==> src/rtl/sa_instr_decoder.sv <==
// sa_instr_decoder: host instruction decoder and stream sequencer for the
// systolic array. One instruction is accepted per valid/ready handshake. The
// decoded buffer write or control strobe is registered and appears one cycle
// later. MAC and send-weights run a counted streaming burst. New instructions
// are held off until the burst completes.
// Optional feature: define SA_DEC_ERR_CHECK_EN to flag illegal opcodes on
// the sticky err_opcode output. Otherwise err_opcode is tied to 0.
module sa_instr_decoder #(
  parameter int ADDR_W      = 14,
  parameter int DATA_W      = 32,
  parameter int OBUF_ADDR_W = 4,
  parameter int CNT_W       = 8,
  parameter int INSTR_W     = 64
) (
  input  logic                   clk,
  input  logic                   rst_n,
  input  logic [INSTR_W-1:0]     instr,
  input  logic                   instr_valid,
  output logic                   instr_ready,
  output logic                   inp_buf_we,
  output logic [ADDR_W-1:0]      inp_buf_addr,
  output logic [DATA_W-1:0]      inp_buf_data,
  output logic                   wt_buf_we,
  output logic [ADDR_W-1:0]      wt_buf_addr,
  output logic [DATA_W-1:0]      wt_buf_data,
  output logic                   stream_en,
  output logic [CNT_W-1:0]       stream_idx,
  output logic                   i_mode,
  output logic                   acc_result_to_op_buf,
  output logic [OBUF_ADDR_W-1:0] acc_to_op_buf_addr,
  output logic                   op_buf_send,
  output logic [OBUF_ADDR_W-1:0] out_buf_addr,
  output logic                   acc_reset,
  output logic                   err_opcode
);

  // Field positions, packed MSB first. Any spare LSBs are ignored.
  localparam int OP_LSB   = INSTR_W - 5;
  localparam int ADDR_LSB = OP_LSB - ADDR_W;
  localparam int DATA_LSB = ADDR_LSB - DATA_W;
  localparam int CNT_LSB  = DATA_LSB - CNT_W;

  localparam logic [4:0] OP_NOP0  = 5'b00000;
  localparam logic [4:0] OP_MAC   = 5'b00001;
  localparam logic [4:0] OP_SENDW = 5'b00010;
  localparam logic [4:0] OP_ACCST = 5'b00011;
  localparam logic [4:0] OP_INPWR = 5'b00100;
  localparam logic [4:0] OP_WTWR  = 5'b00101;
  localparam logic [4:0] OP_OSEND = 5'b00110;
  localparam logic [4:0] OP_ACCRS = 5'b00111;
  localparam logic [4:0] OP_NOP1  = 5'b11111;

  typedef enum logic {IDLE, STREAM} state_t;

  state_t state, state_d;
  logic [CNT_W-1:0] last_q, last_d;  // index of the final beat (N-1)

  logic [4:0]        f_op;
  logic [ADDR_W-1:0] f_addr;
  logic [DATA_W-1:0] f_data;
  logic [CNT_W-1:0]  f_cnt;

  assign f_op   = instr[INSTR_W-1 -: 5];
  assign f_addr = instr[ADDR_LSB +: ADDR_W];
  assign f_data = instr[DATA_LSB +: DATA_W];
  assign f_cnt  = instr[CNT_LSB +: CNT_W];

  // Spare LSBs and the upper address bits for the output buffer are not
  // decoded. This reduction only keeps them from looking like dangling logic.
  logic unused_instr;
  assign unused_instr = ^instr;

  logic                   ready_d, inp_we_d, wt_we_d, sen_d, imode_d;
  logic                   accst_d, osend_d, accrs_d, err_set;
  logic [ADDR_W-1:0]      inp_addr_d, wt_addr_d;
  logic [DATA_W-1:0]      inp_data_d, wt_data_d;
  logic [CNT_W-1:0]       idx_d;
  logic [OBUF_ADDR_W-1:0] accst_addr_d, osend_addr_d;

  // State register.
  always_ff @(posedge clk or negedge rst_n) begin
    if (!rst_n) begin
      state  <= IDLE;
      last_q <= '0;
    end else begin
      state  <= state_d;
      last_q <= last_d;
    end
  end

  // Next state and next-cycle outputs. Strobes default to 0 so they pulse for one cycle.
  always_comb begin
    state_d      = state;
    last_d       = last_q;
    inp_we_d     = 1'b0;
    inp_addr_d   = '0;
    inp_data_d   = '0;
    wt_we_d      = 1'b0;
    wt_addr_d    = '0;
    wt_data_d    = '0;
    sen_d        = 1'b0;
    idx_d        = '0;
    imode_d      = 1'b0;
    accst_d      = 1'b0;
    accst_addr_d = '0;
    osend_d      = 1'b0;
    osend_addr_d = '0;
    accrs_d      = 1'b0;
    err_set      = 1'b0;
    case (state)
      IDLE: begin
        if (instr_valid) begin
          case (f_op)
            OP_NOP0, OP_NOP1: ;
            OP_MAC, OP_SENDW: begin
              state_d = STREAM;
              sen_d   = 1'b1;
              imode_d = (f_op == OP_SENDW);
              // count==0 still runs a single beat
              last_d  = (f_cnt == '0) ? '0 : f_cnt - CNT_W'(1);
            end
            OP_ACCST: begin
              accst_d      = 1'b1;
              accst_addr_d = f_addr[OBUF_ADDR_W-1:0];
            end
            OP_INPWR: begin
              inp_we_d   = 1'b1;
              inp_addr_d = f_addr;
              inp_data_d = f_data;
            end
            OP_WTWR: begin
              wt_we_d   = 1'b1;
              wt_addr_d = f_addr;
              wt_data_d = f_data;
            end
            OP_OSEND: begin
              osend_d      = 1'b1;
              osend_addr_d = f_addr[OBUF_ADDR_W-1:0];
            end
            OP_ACCRS: accrs_d = 1'b1;
            default:  err_set = 1'b1;
          endcase
        end
      end
      STREAM: begin
        if (stream_idx == last_q) begin
          state_d = IDLE;
        end else begin
          sen_d   = 1'b1;
          idx_d   = stream_idx + CNT_W'(1);
          imode_d = i_mode;
        end
      end
      default: state_d = IDLE;
    endcase
    ready_d = (state_d == IDLE);
  end

  // Output registers. Reset forces everything quiet and ready.
  always_ff @(posedge clk or negedge rst_n) begin
    if (!rst_n) begin
      instr_ready          <= 1'b1;
      inp_buf_we           <= 1'b0;
      inp_buf_addr         <= '0;
      inp_buf_data         <= '0;
      wt_buf_we            <= 1'b0;
      wt_buf_addr          <= '0;
      wt_buf_data          <= '0;
      stream_en            <= 1'b0;
      stream_idx           <= '0;
      i_mode               <= 1'b0;
      acc_result_to_op_buf <= 1'b0;
      acc_to_op_buf_addr   <= '0;
      op_buf_send          <= 1'b0;
      out_buf_addr         <= '0;
      acc_reset            <= 1'b0;
    end else begin
      instr_ready          <= ready_d;
      inp_buf_we           <= inp_we_d;
      inp_buf_addr         <= inp_addr_d;
      inp_buf_data         <= inp_data_d;
      wt_buf_we            <= wt_we_d;
      wt_buf_addr          <= wt_addr_d;
      wt_buf_data          <= wt_data_d;
      stream_en            <= sen_d;
      stream_idx           <= idx_d;
      i_mode               <= imode_d;
      acc_result_to_op_buf <= accst_d;
      acc_to_op_buf_addr   <= accst_addr_d;
      op_buf_send          <= osend_d;
      out_buf_addr         <= osend_addr_d;
      acc_reset            <= accrs_d;
    end
  end

`ifdef SA_DEC_ERR_CHECK_EN
  // Sticky illegal-opcode flag. Only reset clears it.
  always_ff @(posedge clk or negedge rst_n) begin
    if (!rst_n) err_opcode <= 1'b0;
    else if (err_set) err_opcode <= 1'b1;
  end
`else
  logic unused_err;
  assign unused_err = err_set;
  assign err_opcode = 1'b0;
`endif

endmodule

==> config.mk <==
export PLATFORM = sky130hd
export DESIGN_NAME = sa_instr_decoder
export DESIGN_NICKNAME = d
export VERILOG_FILES = /design/src/rtl/sa_instr_decoder.sv
export SDC_FILE = /design/constraint.sdc
export NUM_CORES = 1
export LEC_CHECK = 0
export ABC_CLOCK_PERIOD_IN_PS = 2300
export BUFFER_PORTS_ARGS = -buffer_cell sky130_fd_sc_hd__buf_4
export CAP_MARGIN = 20
export CORE_UTILIZATION = 35
export CTS_CLUSTER_SIZE = 16
export DETAILED_ROUTE_END_ITERATION = 12
export HOLD_SLACK_MARGIN = 0.1
export PLACE_DENSITY = 0.63
export SLEW_MARGIN = 20
export SYNTH_ARGS = -nofsm -noshare
export SYNTH_HDL_FRONTEND = slang
export SYNTH_SLANG_ARGS = --single-unit
==> constraint.sdc <==
create_clock -name clk -period 2.3 [get_ports clk]
set_input_delay 0.46 -clock clk [delete_from_list [all_inputs] [get_ports clk]]
set_output_delay 0.46 -clock clk [all_outputs]
set_load 0.02 [all_outputs]
==> results.tsv, run 1 <==
metric	value	unit
P_leak	3.448	nW
pwr/cell area	848.6	nW/µm²
DR vias/cell	4.185	
DRT iter0 DRCs	132	
placer congestion estimate	0.7501	
Final min period	1.783	ns
Ys Warns	0	
fin crit share	0.7751	
CTS Buffer Depth	2	
fmax	0.5609	GHz
Area after DPL	5899	µm²
core box area	12060	µm²
layout cell share with drive strength beyond 1	0.4186	
Syn Area/Cell	13.38	µm²
Detailed Place HPWL	6.584	mm
largest net degree at the start of global routing	125	
area grow syn2layout	49.91	%
pre-CTS WS	0.2569	ns
DRC	0	
Die Wd	113.3	µm
global-route wire length before repair	14.93	mm
cts repair resizes	0	
mapped cell area	4337	µm²
synth unique cells	29	
Arrival @ worst endpoint	2.12	ns
Required @ worst endpoint	2.63	ns
total track usage	0.1574	
Die Area	12840	µm²
fillers	1046	
Max Cap Viol	0	
Post-synth ARST share	1.000	
VDD IR-drop max	395.7	µV
Initial Util	0.3595	
ant diodes	0	
cts bufs inserted	17	
# Post-CTS Setup Buffers	0	
row cnt	40	
GR Layer Usage met2	0.2503	
status	complete, no violations	
Final Skew	0.008590	ns
critical path class	register to register	
chip height	113.3	µm
drt first pass iters	4	
Nets	585	
RSZ-0062 raised after global routing	no	
IO Port Bufs	177	
Cells after Synth	324	
clk root buf	clkbuf_16	
design area	6501	µm²
Synth Flop Type	dfrtp_1	
grt met1 use	0.1830	
Synth Register Bits	124	
Tightest Pin Transition	0.6721	ns
clock sink count	124	
crit path max fanout	27	
met3 global-route usage	0.06320	
Routed Wire Length	9.388	mm
hold-fix buffers at CTS	0	
Critical Path Sink Type	register	
hold crit path type	input pin to async pin	
post-route worst setup slack	0.5172	ns
layer with the highest usage	met2	
# IOs	184	
vias after detailed routing	2913	
Slew Viols, Final	0	
Post-DRT Antenna Nets	0	
Fin Hold WS	0.1072	ns
final hold violation count	0	
vias in the first global route	3015	
register area share after synthesis	0.7158	
CTS H-tree lvls	4	
final setup fails	0	
Avg WL per Cell	13.49	µm
final core occ	0.5390	
grt ovf	0	
Syn Nets	394	
TritonCTS clock tree	yes	
final setup TNS	0	ns
initial antenna violation count	0	
CP Launch Type	register	
Rel. slew slack	0.5519	
clk_lat worst skew	0.40	ns
Post-synth EDFFs	0	
Clock transition at path regs	0.06	ns
## worst max-delay path, cell delays in order (launching register included)
cell	delay [ns]
dfrtp_1	0.40
nor4b_2	0.36
nand2_1	0.20
nor3b_2	0.25
buf_4	0.31
and2_1	0.18
## synth_stat cells (2+ instances only)
master / count / area [µm²]
and2_1: 101 / 631.9
and3_1: 2 / 12.51
clkbuf_1: 7 / 26.28
clkbuf_2: 5 / 25.02
dfrtp_1: 123 / 3078
ha_1: 3 / 37.54
inv_1: 5 / 18.77
nand2_1: 13 / 48.80
nand3_1: 2 / 10.01
nand3b_1: 2 / 15.01
nand4_1: 2 / 12.51
nor2_1: 12 / 45.04
nor3_1: 3 / 15.01
nor3b_1: 3 / 22.52
o21ai_0: 7 / 35.03
o21ai_1: 3 / 15.01
xnor2_1: 16 / 140.1
xor2_1: 4 / 35.03
## power breakdown
group	switching [mW]	internal, mW
Combinational	0.252	0.246
Sequential	0.0739	2.29
Clock	0.902	1.75
## stage by stage
step | power, mW | instances
2_1_floorplan | 2.625 | 324
3_3_place_gp | 2.899 | 664
3_5_place_dp | 2.910 | 664
4_1_cts | 5.599 | 696
5_1_grt | 5.766 | 696
6_report | 5.517 | 696
## cells in the final DEF (no fill, tap or decap), types with 2 or more instances in the layout
cell	n
and2_1	101
and3_1	2
buf_4	184
bufinv_16	3
clkbuf_1	2
clkbuf_16	17
clkbuf_8	2
clkinv_2	4
clkinvlp_4	3
dfrtp_1	123
ha_1	3
inv_1	5
nand2_1	13
nand3_1	2
nand3b_1	2
nand4_1	2
nor2_1	12
nor3_1	2
nor3b_1	2
o21ai_0	7
o21ai_1	3
xnor2_1	16
xor2_1	4
## cells by family (layout without fill, tap and decap cells)
family | count (synthesis) | after routing | synth area share
compound gates | 10 | 10 | 0.01154
other cells | 1 | 1 | 0.0008647
fa+ha+maj | 3 | 3 | 0.008656
flops | 124 | 124 | 0.7158
simple gates | 147 | 147 | 0.2025
buf+inv | 18 | 222 | 0.01789
mux | 1 | 1 | 0.002308
xor+xnor | 20 | 20 | 0.04039
## registers in the layout, summed over array words and instances, names as in the netlist
register	flops
inp_buf_we	1
stream_en	1
i_mode	1
last_q	8
op_buf_send	1
acc_reset	1
acc_result_to_op_buf	1
stream_idx	8
wt_buf_data	32
out_buf_addr	4
wt_buf_addr	14
inp_buf_data	32
wt_buf_we	1
acc_to_op_buf_addr	4
instr_ready	1
inp_buf_addr	14
## worst paths after layout
path,cells past startpoint,slack [ns],endpoint,start
setup / recovery,5,0.52,wt_buf_data[17],stream_en
hold reg to reg,2,0.50,last_q[7],last_q[7]
setup reg to reg,5,0.52,wt_buf_data[17],stream_en
max in group asynchronous,2,1.65,acc_reset,rst_n
min in group clk,2,0.27,inp_buf_data[12],instr[25]
hold / removal,2,0.11,inp_buf_data[22],rst_n
## layer usage
metal / vias to the layer above / part of all wire
met3: 10 / 0.080
met5: - / 0
met1: 1398 / 0.41
met4: 0 / 0.015
met2: 111 / 0.49
li1: 1394 / -
## area by class of cell
type                       count  area, µm²  share of cell area
clock buffer                  21      460.4             0.07082
clock inverter                11      141.4             0.02175
inverter                       5      18.77            0.002887
multi-input combinational    182       1165              0.1792
sequential                   124       3104              0.4775
tap                          168      210.2             0.03233
timing repair buffer         185       1401              0.2155
Note: power is estimated with default switching activity, not from simulation.
==> run 2, diff against run 1 <==
--- a/config.mk
+++ b/config.mk
@@ -5,7 +5,7 @@
 export SDC_FILE = /design/constraint.sdc
 export NUM_CORES = 1
 export LEC_CHECK = 0
-export ABC_CLOCK_PERIOD_IN_PS = 2300
+export ABC_CLOCK_PERIOD_IN_PS = 1700
 export BUFFER_PORTS_ARGS = -buffer_cell sky130_fd_sc_hd__buf_4
 export CAP_MARGIN = 20
 export CORE_UTILIZATION = 35
==> constraint.sdc (replaced) <==
create_clock -name clk -period 1.7 [get_ports clk]
set_input_delay 0.34 -clock clk [delete_from_list [all_inputs] [get_ports clk]]
set_output_delay 0.34 -clock clk [all_outputs]
set_load 0.02 [all_outputs]
==> run 2 against run 1 <==
Net effect: sequential share of layout area shrank 2.4 points; clock skew down 0.0055 ns; wire length increased by 14%; clock power rose by 56%; sequential power rose by 36%; critical path depth increased by 2; count of clock-buffer cells in the layout unchanged; fmax increased by 10%; cell area is 5.4% higher; setup slack lost 0.44 ns; register-to-register slack worse by 0.44 ns.
==> results.tsv, run 2 (same netlist as run 1, synthesis figures left out) <==
metric	value	unit
status	complete, no violations	
global-route wire length before repair	15.75	mm
Crit. Startpoint	stream_en	
Top Registers	inp_buf_data: 32 flops, wt_buf_data: 32 flops	
vias in the first global route	3149	
Final min period	1.620	ns
Slowest Stage Delay on Critical Path	0.40	ns
critical path class	register to register	
Critical Path Sink Type	register	
hold crit path type	input pin to register	
fin crit share	0.9530	
CP dominant cell by count	buf_6	
Area after DPL	6010	µm²
register-to-register setup slack	0.08	ns
placer congestion estimate	0.7688	
DR vias/cell	4.227	
post-route worst setup slack	0.07995	ns
crit path max fanout	13	
WP buf/inv	3	
Slew Viols, Final	0	
RR Startpoint	stream_en	
grt ovf	0	
TritonCTS clock tree	yes	
Final Skew	0.003123	ns
Required @ worst endpoint	2.04	ns
design area	6850	µm²
VDD IR-drop max	679.6	µV
total track usage	0.1663	
ant diodes	0	
clk_lat worst skew	0.40	ns
DRT iter0 DRCs	128	
fmax	0.6173	GHz
most frequent cells in the layout	buf_4, dfrtp_1, and2_1, clkbuf_16, xnor2_1	
row cnt	40	
largest net degree at the start of global routing	41	
CP Launch Type	register	
Die Area	12840	µm²
layout cell share with drive strength beyond 1	0.4455	
worst reg2reg path endpoint	wt_buf_addr[1]	
Nets	607	
Clock transition at path regs	0.05	ns
drt first pass iters	4	
initial antenna violation count	0	
pwr/cell area	1180	nW/µm²
Critical Path Stages	7	
core box area	12060	µm²
met3 global-route usage	0.06481	
GR Layer Usage met2	0.2789	
cts bufs inserted	17	
DRC	0	
critical path's slowest cell	dfrtp_1	
Initial Util	0.3595	
final setup fails	0	
P_leak	3.639	nW
crit path capture	wt_buf_addr[1]	
Arrival @ worst endpoint	1.96	ns
Fin Hold WS	0.1448	ns
chip height	113.3	µm
Die Wd	113.3	µm
clk root buf	clkbuf_16	
CTS H-tree lvls	4	
clock sink count	124	
hold path start	instr[40]	
Avg WL per Cell	14.92	µm
area grow syn2layout	57.96	%
Post-DRT Antenna Nets	0	
vias after detailed routing	3035	
Routed Wire Length	10.72	mm
commonest non-fill, non-tap cell in the layout	buf_4	
# IOs	184	
CTS Buffer Depth	2	
Detailed Place HPWL	7.116	mm
layer with the highest usage	met2	
worst path cell trace	nor4b_4 > buf_4 > nand2_2 > nor3b_4 > buf_6 > buf_6 > and2_1	
pre-CTS WS	-0.1669	ns
Max Cap Viol	0	
final hold violation count	0	
CP top delay family	simple AND/OR/NAND/NOR gates	
grt met1 use	0.1850	
IO Port Bufs	177	
FF-to-FF path depth	7	
[run 2: cell count changes in the layout (fill, tap and decap cells not counted), sizes merged]
cell,before,now
buf,185,205
clkbuf,21,22
clkinvlp,3,1
inv,6,5
dlygate4sd3,0,1
bufinv,3,6
[run 2: through the flow]
| stage | setup TNS [ns] | std cells | utilization | power (mW) |
|---|---|---|---|---|
| after detailed placement | -7.610 | 677 | 0.4982 | 3.979 |
| after CTS | -0.004284 | 710 | 0.5567 | 8.152 |
| final | 0 | 718 | 0.5679 | 8.084 |
| after global routing | -0.1955 | 718 | 0.5679 | 8.438 |
| after floorplan | 0 | 324 | - | 3.551 |
| after global placement | -7.239 | 677 | 0.4982 | 3.959 |
[run 2: metal layers]
| layer | part of all wire | up-vias |
|---|---|---|
| met2 | 0.52 | 116 |
| met4 | 0.016 | 0 |
| met3 | 0.070 | 13 |
| met1 | 0.39 | 1466 |
| li1 | - | 1440 |
| met5 | 0 | - |
[run 2: report_power, final]
part	leakage, nW	switching (mW)	internal (mW)
clock	0.339	1.24	2.90
sequential	1.71	0.104	3.10
combinational	1.59	0.371	0.375
total	3.64	1.71	6.37
[run 2: timing repair]
action,CTS,global route
endpoints found under the hold margin,23,0
setup buffers,0,3
resized for setup,1,21
endpoints found under the setup margin,26,96
hold buffers,1,0
cloned,0,5
pin swaps,0,2
[run 2: worst min path at each step]
| stage | depth (start not counted) | slack, ns | to |
|---|---|---|---|
| final | 2 | 0.14 | inp_buf_data[27] |
| after global routing | 2 | 0.13 | inp_buf_data[3] |
| after floorplan | 0 | 0.04 | acc_reset |
| after detailed placement | 1 | 0.30 | inp_buf_data[22] |
| after CTS | 2 | 0.13 | wt_buf_data[14] |
| after global placement | 1 | 0.29 | wt_buf_data[22] |
[run 2: layout make-up]
class	count	area, µm²
Clock buffer	21	480.5
Sequential cell	124	3104
Multi-Input combinational cell	182	1189
Clock inverter	11	211.5
Fill cell	1008	5211
Inverter	5	18.77
Tap cell	168	210.2
Timing Repair Buffer	207	1637
